### src/rtl/pause_sync_if.sv
// Pause-sync signal bundle between the pause/video/bus side and the CPU clock-enable gate.
// The master drives requests and raw enables; the slave (pause_sync) returns the gated enable and halt status.
interface pause_sync_if;
    logic pause_cpu;
    logic step;
    logic vblank;
    logic bus_idle;
    logic ce_in;
    logic ce_out;
    logic paused;

    modport master (
        output pause_cpu,
        output step,
        output vblank,
        output bus_idle,
        output ce_in,
        input  ce_out,
        input  paused
    );

    modport slave (
        input  pause_cpu,
        input  step,
        input  vblank,
        input  bus_idle,
        input  ce_in,
        output ce_out,
        output paused
    );
endinterface

### src/rtl/pause_sync.sv
// Aligns a pause request to a vblank rising edge and a CPU bus-idle point before gating the CPU
// clock enable, and supports single-frame stepping while halted.
module pause_sync #(
    parameter int unsigned CLKSPD      = 12,
    parameter int unsigned WDOG_CYCLES = CLKSPD * 20000
) (
    input  logic        clk_sys,
    input  logic        reset_n,
    pause_sync_if.slave ps
);

    typedef enum logic [2:0] {
        ST_RUN       = 3'd0,
        ST_WAIT_VB   = 3'd1,
        ST_WAIT_IDLE = 3'd2,
        ST_HALT      = 3'd3,
        ST_STEP      = 3'd4
    } state_t;

    localparam logic [31:0] WDOG_MAX = 32'(WDOG_CYCLES - 32'd1);

    state_t      state_r;
    logic        vblank_d_r;
    logic        step_d_r;
    logic [31:0] wdog_r;
    logic        paused_r;

    logic        vb_edge_s;
    logic        step_edge_s;
    logic        wdog_done_s;
    logic        ce_out_s;

    assign vb_edge_s   = ps.vblank & ~vblank_d_r;
    assign step_edge_s = ps.step & ~step_d_r;
    assign wdog_done_s = (wdog_r == WDOG_MAX);

    // Frame/bus-aligned pause state machine; paused_r mirrors "state is HALT" with no extra lag.
    always_ff @(posedge clk_sys or negedge reset_n) begin
        if (!reset_n) begin
            state_r    <= ST_RUN;
            vblank_d_r <= 1'b0;
            step_d_r   <= 1'b0;
            wdog_r     <= 32'd0;
            paused_r   <= 1'b0;
        end else begin
            vblank_d_r <= ps.vblank;
            step_d_r   <= ps.step;
            paused_r   <= 1'b0;
            case (state_r)
                ST_RUN: begin
                    wdog_r <= 32'd0;
                    if (ps.pause_cpu) begin
                        state_r <= ST_WAIT_VB;
                    end
                end
                ST_WAIT_VB, ST_STEP: begin
                    // Saturate instead of wrapping so a missing vblank always ends in a forced boundary.
                    if (!wdog_done_s) begin
                        wdog_r <= wdog_r + 32'd1;
                    end
                    if (!ps.pause_cpu) begin
                        state_r <= ST_RUN;
                    end else if (vb_edge_s || wdog_done_s) begin
                        state_r <= ST_WAIT_IDLE;
                    end
                end
                ST_WAIT_IDLE: begin
                    if (!ps.pause_cpu) begin
                        state_r <= ST_RUN;
                    end else if (ps.bus_idle) begin
                        state_r  <= ST_HALT;
                        paused_r <= 1'b1;
                    end
                end
                ST_HALT: begin
                    if (!ps.pause_cpu) begin
                        state_r <= ST_RUN;
                    end else if (step_edge_s) begin
                        state_r <= ST_STEP;
                        wdog_r  <= 32'd0;
                    end else begin
                        paused_r <= 1'b1;
                    end
                end
                default: begin
                    state_r <= ST_RUN;
                end
            endcase
        end
    end

    // Enable gate: withheld as soon as the bus is idle at the boundary so no cycle is torn.
    always_comb begin
        ce_out_s = ps.ce_in;
        case (state_r)
            ST_RUN:       ce_out_s = ps.ce_in;
            ST_WAIT_VB:   ce_out_s = ps.ce_in;
            ST_STEP:      ce_out_s = ps.ce_in;
            ST_WAIT_IDLE: ce_out_s = ps.ce_in & ~ps.bus_idle;
            ST_HALT:      ce_out_s = 1'b0;
            default:      ce_out_s = ps.ce_in;
        endcase
    end

    assign ps.ce_out = ce_out_s;
    assign ps.paused = paused_r;

endmodule
### src/flat_wrapper.sv
// flat-port wrapper written by rule: the top's interface ports become plain ports
module pause_sync_flat 
#(
    parameter int unsigned CLKSPD      = 12,
    parameter int unsigned WDOG_CYCLES = CLKSPD * 20000
)
  (clk_sys, reset_n, ps_pause_cpu, ps_step, ps_vblank, ps_bus_idle, ps_ce_in, ps_ce_out, ps_paused);
  pause_sync_if ps_i ();
  input  logic clk_sys;
  input  logic reset_n;
  input wire logic [$bits(ps_i.pause_cpu)-1:0] ps_pause_cpu;
  input wire logic [$bits(ps_i.step)-1:0] ps_step;
  input wire logic [$bits(ps_i.vblank)-1:0] ps_vblank;
  input wire logic [$bits(ps_i.bus_idle)-1:0] ps_bus_idle;
  input wire logic [$bits(ps_i.ce_in)-1:0] ps_ce_in;
  output wire logic [$bits(ps_i.ce_out)-1:0] ps_ce_out;
  output wire logic [$bits(ps_i.paused)-1:0] ps_paused;
  assign ps_i.pause_cpu = ps_pause_cpu;
  assign ps_i.step = ps_step;
  assign ps_i.vblank = ps_vblank;
  assign ps_i.bus_idle = ps_bus_idle;
  assign ps_i.ce_in = ps_ce_in;
  assign ps_ce_out = ps_i.ce_out;
  assign ps_paused = ps_i.paused;
  pause_sync #(.CLKSPD(CLKSPD), .WDOG_CYCLES(WDOG_CYCLES)) u_core (.clk_sys(clk_sys), .reset_n(reset_n), .ps(ps_i));
endmodule
### config.mk
export PLATFORM = sky130hd
export DESIGN_NAME = pause_sync_flat
export DESIGN_NICKNAME = d
export VERILOG_FILES = /design/src/rtl/pause_sync_if.sv /design/src/rtl/pause_sync.sv /design/src/flat_wrapper.sv
export SDC_FILE = /design/constraint.sdc
export NUM_CORES = 1
export LEC_CHECK = 0
export ABC_AREA = 1
export BUFFER_PORTS_ARGS = -buffer_cell sky130_fd_sc_hd__buf_2
export CAP_MARGIN = 20
export CORE_MARGIN = 8
export CORE_UTILIZATION = 50
export DETAILED_ROUTE_END_ITERATION = 10
export PLACE_DENSITY = 0.66
export SYNTH_ARGS = -nofsm -noshare
export SYNTH_HDL_FRONTEND = slang
export SYNTH_SLANG_ARGS = --single-unit
### constraint.sdc
create_clock -name clk_sys -period 3.3 [get_ports clk_sys]
set_input_delay 0.66 -clock clk_sys [delete_from_list [all_inputs] [get_ports clk_sys]]
set_output_delay 0.66 -clock clk_sys [all_outputs]
set_load 0.005 [all_outputs]
---- Word-level counts from Yosys, hierarchy flattened ----
Index checks and enable logic that the tools add are counted.
word-level totals
  register bits ........................... 38
  input bits .............................. 7
  output and inout bits ................... 2
  word-level logic and storage cells ...... 48
operators by class
  add/sub/neg operators ................... 1
  equal/unequal tests ..................... 12
  muxes and demuxes ....................... 18
  bitwise gates (word level) .............. 6
  reduce and logical (&&, ||, !) cells .... 6
operators by type and width
  operator                                                                  count
  32-bit 2-to-1 mux                                                         3
  32-bit case mux with 3 select lines                                       1
  32-bit by 1-bit adder with 32-bit output (second input constant)          1
  32-bit by 18-bit equality test with 1-bit output (second input constant)  1
  3-bit 2-to-1 mux                                                          7
  3-bit case mux with 4 select lines                                        1
  4-bit AND reduction                                                       2
  3-bit by 2-bit equality test with 1-bit output (second input constant)    2
  2-bit != test (second input constant)                                     3
  3-bit by 2-bit != test with 1-bit output (second input constant)          2
  1-bit 2-to-1 mux                                                          4
  1-bit case mux with 2 select lines                                        2
  1-bit bitwise AND                                                         3
  3-bit by 1-bit equality test with 1-bit output (second input constant)    1
  3-bit equality test (second input constant)                               1
  3-bit zero test                                                           1
  3-bit != test (second input constant)                                     1
  1-bit inverter                                                            3
  3-bit nonzero test                                                        1
  2-bit by 1-bit != test with 1-bit output (second input constant)          1
  2-bit OR reduction                                                        1
  1-bit logical OR                                                          1

---- Logic depth before layout (Yosys ltp) ----
  word-level depth ........................ 6
  depth in mapped cells ................... 10
  depth with buffers taken out ............ 10

---- Worst setup path before layout ----
OpenSTA, ideal clock, no wires.
  path kind ............................... register -> output
  from .................................... register u_core.state_r[0]
  to ...................................... output port ps_ce_out
  data arrival time ....................... 1.143 ns
  required time ........................... 2.640 ns
  setup slack ............................. 1.497 ns
  cell stages (with the launch flop) ...... 5
  path buffers ............................ 0
  cells stage by stage .................... dfrtp_1 > nor2_2 > nand2_1 > or2_2 > a21boi_0
between the ends
  cells in the longest elaborated chain, start to end .. 2
  elaborated cells between the ends (all ways) .. 3
  those cells by class .................... eq/ne: 2; mux: 1
ends and longest elaborated chain
  item                                            RTL line            source
  from (decl)                                     pause_sync.sv:22    state_t state_r;
  from (signal assigned)                          pause_sync.sv:40    state_r <= ST_RUN;
  from (signal assigned)                          pause_sync.sv:53    state_r <= ST_WAIT_VB;
  from (signal assigned)                          pause_sync.sv:62    state_r <= ST_RUN;
  3-bit by 2-bit equality test with 1-bit output  pause_sync.sv:95    case (state_r)
  1-bit case mux with 2 select lines (*)          pause_sync.sv:95
  to (decl)                                       flat_wrapper.sv:16  output wire logic [$bits(ps_i.ce_out)-1:0] ps_ce_out;
Mark *: on every way between the ends. The rest lies on a longest branch, timed or not.

---- Final worst setup path ----
Same ends and word-level chain as after synthesis.

==> key figures <==
STA
  – Pin slew with the least headroom to its limit: 847 ps
  – Setup_tns: 0 ps
  – Final Max Slew Viols: 0
  – Rel. slew slack: 43.5%
  – Final hold viol count: 0
  – Final setup violation count: 0
  – Worst Skew: 6.27 ps
  – F_max: 441 MHz
  – Post-layout minimum cycle time: 2270 ps
  – Worst hold slack: 470 ps
  – Unrepaired setup endpoints after global routing: no
  – Part of the cycle the worst path needs: 68.7%

Hold path
  – Hold Path Class: input pin to asynchronous set/reset pin

Finish
  – Layout fillers: 542
  – Layout cells sized above 1: 6.31%
  – Post-route cell area: 0.00278 mm^2
  – Antenna diodes: 0
  – Post-route core utilization: 55.1%
  – NumNets Final: 435
  – Register Area: 951 um^2
  – Layout area overhead: 7.55%
  – Area occupied by multi-input gates: 0.00145 mm^2

Setup path
  – Family with the most delay on the worst path: simple AND/OR/NAND/NOR gates
  – R2r worst-path depth: 7
  – CP Data Arrival Time: 1610 ps
  – Worst Setup End Kind: output pin
  – Worst path max stage delay: 430 ps
  – Required time of the critical path: 2640 ps
  – Crit path max fanout: 5
  – WP buf/inv: 1
  – RR Endpoint: u_core.wdog_r[7]
  – CP Class: flop to output pin
  – R2r setup slk: 1320 ps
  – Cell Chain, Critical Path: nor2_2 > nand2_1 > or2_2 > a21boi_0 > buf_2
  – Reg2reg start: u_core.state_r[2]
  – CP max stage cell: dfrtp_1
  – Startpoint type of the worst setup path: flop

Synthesis
  – Mapped Avg Cell Area: 6.20 um^2
  – Share of the synthesized area in the top cell type: 36.8%
  – Synthesized area: 0.00258 mm^2
  – Synth warn: 0
  – Mapped Nets: 425
  – Netlist cell types: 22
  – Post-Synthesis Cells: 417
  – Main synth FF type: dfrtp_1
  – Ys async rst share: 100%
  – Sequential element share of the synthesized area: 36.8%
  – Cell taking the most area after synthesis: dfrtp_1
  – Synth top area cells: dfrtp_1, nand2_1, nor2_1
  – Post-synth EDFFs: 0
  – Most frequent cell after synthesis: nand2_1
  – Synth top cells by count: nand2_1, nor2_1, nand3_1
  – Number of synthesized register bits: 38

Clocking
  – Post_cts resized: 0
  – Clock Tree Buf Depth: 2
  – TritonCTS Sinks: 38
  – Root buffer cell: clkbuf_8
  – Clock Latency Late Sink: 290 ps
  – Post-CTS Setup Inserts: 0
  – Clock H-tree levels: 2
  – Cts bufs inserted: 5
  – Worst-path clk slew: 80 ps
  – CTS tree: yes
  – Hold-fix buffers at CTS: 0

Route
  – WL per Instance: 13.2 um
  – # DRC: 0
  – Vias: 2540
  – Initial DRT Pass Iterations: 5
  – DRT Wirelength: 6.55 mm
  – Final antenna-violating net count: 0
  – DRT iter0 DRCs: 182
  – Vias per Instance: 5.10

Placement
  – Placed cell areas: 0.00267 mm^2
  – DP Wirelength: 4.79 mm
  – RePlAce Congestion: 0.929
  – I/O Buffers: 8

Pwr
  – Pwr Density: 491 mW/mm^2
  – Pleak: 1.40 nW
  – Peak VDD IR: 318 uV

Global route
  – Initial antenna violation count: 0
  – First-pass GRT wire length: 10.8 mm
  – Gr usage total: 18.0%
  – GRT overflow: 0
  – Vias in the first global route: 2273
  – Largest net degree at the start of global routing: 39

Floorplanning
  – Die height: 87.9 um
  – Die width: 87.9 um
  – Area of the core: 0.00504 mm^2
  – Placement Rows: 26
  – Initial Utilization: 51.3%
  – Num ports: 9
  – DIE AREA: 0.00773 mm^2

Run status
  – Status: completed

Run
  – Max_cap viols: 0
how the worst max path moves through the flow:
stage,from,to,slack [ps],cells past startpoint
after floorplan,u_core.state_r[0],ps_ce_out,1500,4
after global placement,ps_bus_idle,ps_ce_out,1320,4
after detailed placement,ps_bus_idle,ps_ce_out,1310,4
after CTS,u_core.state_r[0],ps_ce_out,1030,5
after global routing,u_core.state_r[0],ps_ce_out,920,5
final,u_core.state_r[0],ps_ce_out,1030,5
final cells by class:
class / count / share of cell area (%)
flip-flops and latches: 38 / 34.2
inverters: 36 / 4.86
multi-input cells: 337 / 52.3
well taps: 70 / 3.15
clock inverters: 1 / 1.08
clock buffers: 7 / 2.75
repair buffers: 9 / 1.71
layer usage:
layer	track usage, %	vias to the layer above	wire length, um
met2	28.3	64	2950
met3	3.66	11	329
met5	0	-	0
li1	-	1310	-
met4	5.78	0	91
met1	23.8	1155	3180
placed cells by master, fill, tap and decap left out, types with 2 or more instances in the layout:
cell type  Yosys  layout
o21ai_0        4       4
dfrtp_1       38      38
nor3_1         2       2
clkbuf_1       2       2
nor2_1        64      64
nor2_2         3       3
inv_1         35      35
xor2_1         9       9
a21oi_1        3       3
nand4_1        5       5
clkbuf_8       0       5
or2_2          4       4
buf_2          1       8
nand3_1       44      44
nand2_1      193     193
through the flow:
| step | setup WS (ps) | instances | total power [mW] |
|---|---|---|---|
| after floorplan | 1500 | 417 | 0.898 |
| after global placement | 1320 | 490 | 0.979 |
| after detailed placement | 1310 | 490 | 0.985 |
| after CTS | 1030 | 498 | 1.38 |
| after global routing | 921 | 498 | 1.46 |
| final | 1030 | 498 | 1.36 |
power breakdown:
part | internal, mW | leakage (nW) | switching, mW
Combinational | 0.110 | 0.821 | 0.324
Clock | 0.226 | 0.0524 | 0.166
Sequential | 0.496 | 0.522 | 0.0427
Total | 0.832 | 1.40 | 0.532
cell families (layout without fill, tap and decap cells):
logic type,after synthesis,after routing,synth area share (%)
and+or+nand+nor,319,319,51.0
adders and majority gates,1,1,0.484
AOI/OAI and AO/OA,8,8,1.65
DFF,38,38,36.8
xor gates and xnor gates,9,9,3.05
buffers and inverters,42,53,7.02
sequential cells by signal, indices dropped and copies added (netlist names):
signal / count
u_core.wdog_r: 32
u_core.state_r: 3
u_core.ps.paused: 1
u_core.step_d_r: 1
u_core.vblank_d_r: 1
Power figures use the tool's default switching activity.
